`src/rtl/fifo8_stream_adapter_pkg.sv`:
```
// Shared constants and helpers for the FIFO_8 stream adapter.
package fifo8_stream_adapter_pkg;

  // Defaults matching the FIFO_8 block
  localparam int DEF_WIDTH = 8;
  localparam int DEF_DEPTH = 8;
  localparam int LEVEL_W   = 4;

  // Arbiter priority encoding
  localparam logic [0:0] PRIO_WRITE = 1'b0;
  localparam logic [0:0] PRIO_READ  = 1'b1;

  // True when a new read may be launched: data already buffered plus data in
  // flight from FIFO_8, minus the entry leaving this cycle, must leave a free slot.
  function automatic logic has_credit(input logic [1:0] obuf_cnt,
                                      input logic       inflight,
                                      input logic       pop);
    logic [2:0] pending;
    pending = {1'b0, obuf_cnt} + {2'b00, inflight} - {2'b00, pop};
    return (pending < 3'd2);
  endfunction

endpackage

```
`src/rtl/fifo8_out_buf.sv`:
```
// Two-entry circular output buffer absorbing FIFO_8 read latency.
// A pop and a push in the same cycle are legal; the pop is logically first.
module fifo8_out_buf
  import fifo8_stream_adapter_pkg::*;
#(
  parameter int WIDTH = DEF_WIDTH
) (
  input  logic             clk,
  input  logic             rst_n,
  input  logic             push,
  input  logic [WIDTH-1:0] push_data,
  input  logic             pop,
  output logic [1:0]       cnt,
  output logic [WIDTH-1:0] head_data
);

  logic [WIDTH-1:0] mem_r [2];
  logic             wr_ptr_r;
  logic             rd_ptr_r;
  logic [1:0]       cnt_r;

  // Storage: capture pushed data at the write pointer
  always_ff @(posedge clk or negedge rst_n) begin
    if (!rst_n) begin
      mem_r[0] <= '0;
      mem_r[1] <= '0;
    end else if (push) begin
      mem_r[wr_ptr_r] <= push_data;
    end
  end

  // Pointers and occupancy count
  always_ff @(posedge clk or negedge rst_n) begin
    if (!rst_n) begin
      wr_ptr_r <= 1'b0;
      rd_ptr_r <= 1'b0;
      cnt_r    <= 2'd0;
    end else begin
      if (push) wr_ptr_r <= ~wr_ptr_r;
      if (pop)  rd_ptr_r <= ~rd_ptr_r;
      case ({push, pop})
        2'b10:   cnt_r <= cnt_r + 2'd1;
        2'b01:   cnt_r <= cnt_r - 2'd1;
        default: cnt_r <= cnt_r;
      endcase
    end
  end

  assign cnt       = cnt_r;
  assign head_data = mem_r[rd_ptr_r];

endmodule

```
`src/rtl/fifo8_stream_adapter.sv`:
```
// Valid/ready front-end for FIFO_8: shadows its occupancy, arbitrates wen/ren
// so FIFO_8 never sees an illegal access, and hides its read latency.
module fifo8_stream_adapter
  import fifo8_stream_adapter_pkg::*;
#(
  parameter int WIDTH = DEF_WIDTH,
  parameter int DEPTH = DEF_DEPTH
) (
  input  logic               clk,
  input  logic               rst_n,
  input  logic               s_valid,
  output logic               s_ready,
  input  logic [WIDTH-1:0]   s_data,
  output logic               m_valid,
  input  logic               m_ready,
  output logic [WIDTH-1:0]   m_data,
  output logic               fifo_wen,
  output logic               fifo_ren,
  output logic [WIDTH-1:0]   fifo_din,
  input  logic [WIDTH-1:0]   fifo_dout,
  input  logic               fifo_error,
  output logic [LEVEL_W-1:0] level,
  output logic               err_sticky
);

  localparam logic [LEVEL_W-1:0] DEPTH_L = LEVEL_W'(DEPTH);

  logic [LEVEL_W-1:0] count_r;
  logic               inflight_r;
  logic [0:0]         prio_r;
  logic               err_sticky_r;

  logic [1:0]         obuf_cnt_s;
  logic [WIDTH-1:0]   obuf_head_s;
  logic               m_valid_s;
  logic               pop_s;
  logic               credit_s;
  logic               not_full_s;
  logic               not_empty_s;
  logic               wr_want_s;
  logic               rd_want_s;
  logic               contested_s;
  logic               s_ready_s;
  logic               wen_s;
  logic               ren_s;

  // Wants, arbitration and handshake decode
  always_comb begin
    m_valid_s   = (obuf_cnt_s != 2'd0);
    pop_s       = m_valid_s & m_ready;
    credit_s    = has_credit(obuf_cnt_s, inflight_r, pop_s);
    not_full_s  = (count_r < DEPTH_L);
    not_empty_s = (count_r != {LEVEL_W{1'b0}});
    wr_want_s   = s_valid & not_full_s;
    rd_want_s   = not_empty_s & credit_s;
    contested_s = wr_want_s & rd_want_s;
    // s_ready never looks at s_valid, so the producer sees no combinational loop
    s_ready_s   = not_full_s & ~(rd_want_s & (prio_r == PRIO_READ));
    wen_s       = s_valid & s_ready_s;
    ren_s       = rd_want_s & ~wen_s;
  end

  // Shadow occupancy of FIFO_8
  always_ff @(posedge clk or negedge rst_n) begin
    if (!rst_n) begin
      count_r <= {LEVEL_W{1'b0}};
    end else begin
      case ({wen_s, ren_s})
        2'b10:   count_r <= count_r + {{(LEVEL_W-1){1'b0}}, 1'b1};
        2'b01:   count_r <= count_r - {{(LEVEL_W-1){1'b0}}, 1'b1};
        default: count_r <= count_r;
      endcase
    end
  end

  // Read-in-flight marker: FIFO_8 dout is valid one cycle after ren
  always_ff @(posedge clk or negedge rst_n) begin
    if (!rst_n) begin
      inflight_r <= 1'b0;
    end else begin
      inflight_r <= ren_s;
    end
  end

  // Round-robin priority, flipped only when both sides competed
  always_ff @(posedge clk or negedge rst_n) begin
    if (!rst_n) begin
      prio_r <= PRIO_WRITE;
    end else if (contested_s) begin
      prio_r <= ~prio_r;
    end
  end

  // Sticky record of any FIFO_8 error, cleared only by reset
  always_ff @(posedge clk or negedge rst_n) begin
    if (!rst_n) begin
      err_sticky_r <= 1'b0;
    end else begin
      err_sticky_r <= err_sticky_r | fifo_error;
    end
  end

  fifo8_out_buf #(
    .WIDTH (WIDTH)
  ) u_obuf (
    .clk       (clk),
    .rst_n     (rst_n),
    .push      (inflight_r),
    .push_data (fifo_dout),
    .pop       (pop_s),
    .cnt       (obuf_cnt_s),
    .head_data (obuf_head_s)
  );

  assign s_ready    = s_ready_s;
  assign fifo_wen   = wen_s;
  assign fifo_ren   = ren_s;
  assign fifo_din   = s_data;
  assign m_valid    = m_valid_s;
  assign m_data     = obuf_head_s;
  assign level      = count_r;
  assign err_sticky = err_sticky_r;

endmodule

```
`config.mk`:
```
export PLATFORM = sky130hd
export DESIGN_NAME = fifo8_stream_adapter
export DESIGN_NICKNAME = d
export VERILOG_FILES = /design/src/rtl/fifo8_stream_adapter_pkg.sv /design/src/rtl/fifo8_out_buf.sv /design/src/rtl/fifo8_stream_adapter.sv
export SDC_FILE = /design/constraint.sdc
export NUM_CORES = 1
export LEC_CHECK = 0
export BUFFER_PORTS_ARGS = -buffer_cell sky130_fd_sc_hd__buf_2
export CAP_MARGIN = 20
export CORE_ASPECT_RATIO = 0.5
export CORE_UTILIZATION = 25
export DETAILED_ROUTE_END_ITERATION = 6
export PLACE_DENSITY = 0.56
export SYNTH_ARGS = -nofsm -noshare
export SYNTH_HDL_FRONTEND = slang
export SYNTH_SLANG_ARGS = --single-unit
```
`constraint.sdc`:
```
create_clock -name clk -period 3.79 [get_ports clk]
set_input_delay 0.758 -clock clk [delete_from_list [all_inputs] [get_ports clk]]
set_output_delay 0.758 -clock clk [all_outputs]
set_load 0.03 [all_outputs]
```
==> results_dict.tcl <==
set metrics [dict create \
    async_flop_share_pct 100 \
    holdCritPathClass "reg -> reg" \
    wl_met1_um 1130 \
    ant_nets 0 \
    top_layer "met4" \
    synth_area_um2 1390 \
    rr_worst_depth 14 \
    ys_types 28 \
    clk_pin_slew_ps 90 \
    hold_slack_ps 462 \
    final_common_cell "buf_2" \
    critical-path-max-stage-delay_ps 380 \
    num-nets-final 160 \
    required_ps 3030 \
    wl_met2_um 1200 \
    top_level_ports 46 \
    finalCritPeriodShare_pct 88.7 \
    max_slew_margin_pct 50.7 \
    drive_gt1_share_pct 47.8 \
    core_area_um2 5130 \
    mostFrequentLayoutCells "29 x buf_2, 27 x dfrtp_1, 24 x mux2_2" \
    rows 18 \
    timing.final.ws_setup_ps 430 \
    cts-root-buf "clkbuf_8" \
    grt_pass1_vias 900 \
    n_fill_cell 550 \
    cp-start-kind "input port" \
    ys_warn_count 0 \
    area.growth.synth_to_final_pct 14.8 \
    pre_cts_slack_ps 156 \
    antenna_found_initial 0 \
    grt_pass1_wl_um 4260 \
    crit_fanout 6 \
    grt_usage_pct 9.69 \
    r2r_start "u_obuf.cnt[1]$_DFFE_PN0P_" \
    drc_errors 0 \
    outcome "completed" \
    io_buffers 29 \
    final-setup-viol-count 0 \
    rsz0062_at_grt "false" \
    tightest_slew_ps 738 \
    dieArea_um2 5890 \
    wl_met3_um 119 \
    fin_tns_setup_ps 0 \
    drv_cap 0 \
    insertion_delay_ps 270 \
    finalHoldViolCount 0 \
    hold_depth 1 \
    slowest_stage "fa_1" \
    via_per_inst 4.23 \
    cts_setup_buffers 0 \
    period_needed_ps 3360 \
    r2r-end "level[3]$_DFFE_PN0P_" \
    rrSetupSlack_ps 570 \
    synth_edf_count 0 \
    synthFlopType "dfrtp_1" \
    cts.sinks 27 \
    maxSlewViolCount 0 \
    yosysTopAreaCell "dfrtp_1" \
    drt_wl_total_um 2480 \
    cts_hold_buf 0 \
    path_cells "buf_2 > nand2_1 > nor2_1 > a21oi_1 > nand2b_1 > fa_1 > xnor2_1 > and3_1 > buf_4 > a21oi_1 > buf_2" \
    num_vias 863 \
    syn-num-nets 137 \
    yosysSeqAreaShare_pct 48.5 \
    fin_skew_ps 3.33 \
    dp.final_hpwl_um 1840 \
    drt_iter0_drc 30 \
    cts_tree "built" \
    worstHoldEndpoint "err_sticky$_DFF_PN0_" \
    worstPathArrival_ps 2600 \
    wl_per_cell_um 12.1 \
    synth_area_per_cell_um2 12.4 \
    fmax_mhz 298 \
    die-height_um 54.8 \
    synthCells 112 \
    path_buf_inv 3 \
    synthTopCellsByArea "dfrtp_1 49%, mux2_2 19%, buf_4 4.3%" \
    diodes 0 \
    clk_path_buf_depth 2 \
    end_kind "primary output" \
    gp_congestion 0.670 \
    path_class "in -> out" \
    cts_resized 0 \
    synth_seq_cells 27 \
    critical_path.top_delay_family "simple AND/OR/NAND/NOR gates" \
    fp.dieW_um 108 \
    htreeDepth 1 \
    dr.pass1.iters 4 \
    synth.top_cell.area_share_pct 48.5 \
    cts_buffers 3 \
    grt_max_degree 28 \
    grt.overflow.total 0 \
    start_util_pct 27.1 \
    hp-start "err_sticky$_DFF_PN0_" \
]
-- per-layer routing --
metal	vias to the layer above	GRT usage [%]
met4	0	3.20
met3	2	2.50
met2	14	17.4
li1	413	-
met1	434	11.7
met5	-	0
-- worst reg2reg max path: stages, from the launching register on --
cell and delay, ps:
dfrtp_1 490, nand2_1 80, nor2_1 170, a21oi_1 90
nand2b_1 160, fa_1 380, xnor2_1 130, and3_1 200
o21ai_0 150, inv_1 160, ha_1 310, a21o_2 210
a21oi_1 260, nand3_1 130, a32oi_1 210
-- area by class of cell --
class,instances,area [um2],share of cell area (%)
inverter,5,18.8,1.17
multi-input combinational,68,616,38.5
clock inverter,1,7.51,0.469
clock buffer,3,41.3,2.58
sequential,27,676,42.3
timing repair buffer,30,153,9.55
tap,70,87.6,5.48
-- sequential cells by signal (all words and copies together), names as in the netlist --
register         flops
level                4
err_sticky           1
u_obuf.cnt           2
u_obuf.rd_ptr_r      1
u_obuf.wr_ptr_r      1
prio_r               1
inflight_r           1
u_obuf.mem_r        16
-- how the worst max path moves through the flow --
stage	start	end	slack, ps	cells past startpoint
2_1_floorplan	m_ready	level[3]$_DFFE_PN0P_	260	15
3_3_place_gp	m_ready	level[3]$_DFFE_PN0P_	230	15
3_5_place_dp	m_ready	level[3]$_DFFE_PN0P_	160	15
4_1_cts	m_ready	fifo_ren	390	11
5_1_grt	m_ready	level[3]$_DFFE_PN0P_	90	15
6_report	m_ready	fifo_wen	430	11
-- synthesized netlist by cell type (2+ instances only) --
cell type and count:
nand2b_1 4, inv_1 5, ha_1 2, nand2_1 6, buf_4 8, mux2i_1 2
mux2_2 24, or2_2 2, fa_1 2, clkbuf_1 3, a21oi_1 6, dfrtp_1 27
xnor2_1 6
-- cell families after synthesis --
| kind of cell | count (synthesis) | share of synthesized area, % |
|---|---|---|
| AOI/OAI and AO/OA | 9 | 3.77 |
| buffers and inverters | 17 | 7.28 |
| adders and majority gates | 4 | 4.67 |
| and+or+nand+nor | 21 | 9.43 |
| muxes | 27 | 21.9 |
| xor gates and xnor gates | 7 | 4.40 |
| DFF | 27 | 48.5 |
-- metrics by stage --
stage | instances | area [um2] | utilization, %
detailed placement | 200 | 1550 | 30.2
global route | 204 | 1600 | 31.1
CTS | 204 | 1600 | 31.1
finish | 204 | 1600 | 31.1
global placement | 200 | 1550 | 30.2
floorplan | 112 | 1390 | -
Power is not shown: default switching activity piles up to over one toggle a cycle in this logic, so the estimate is an artifact.
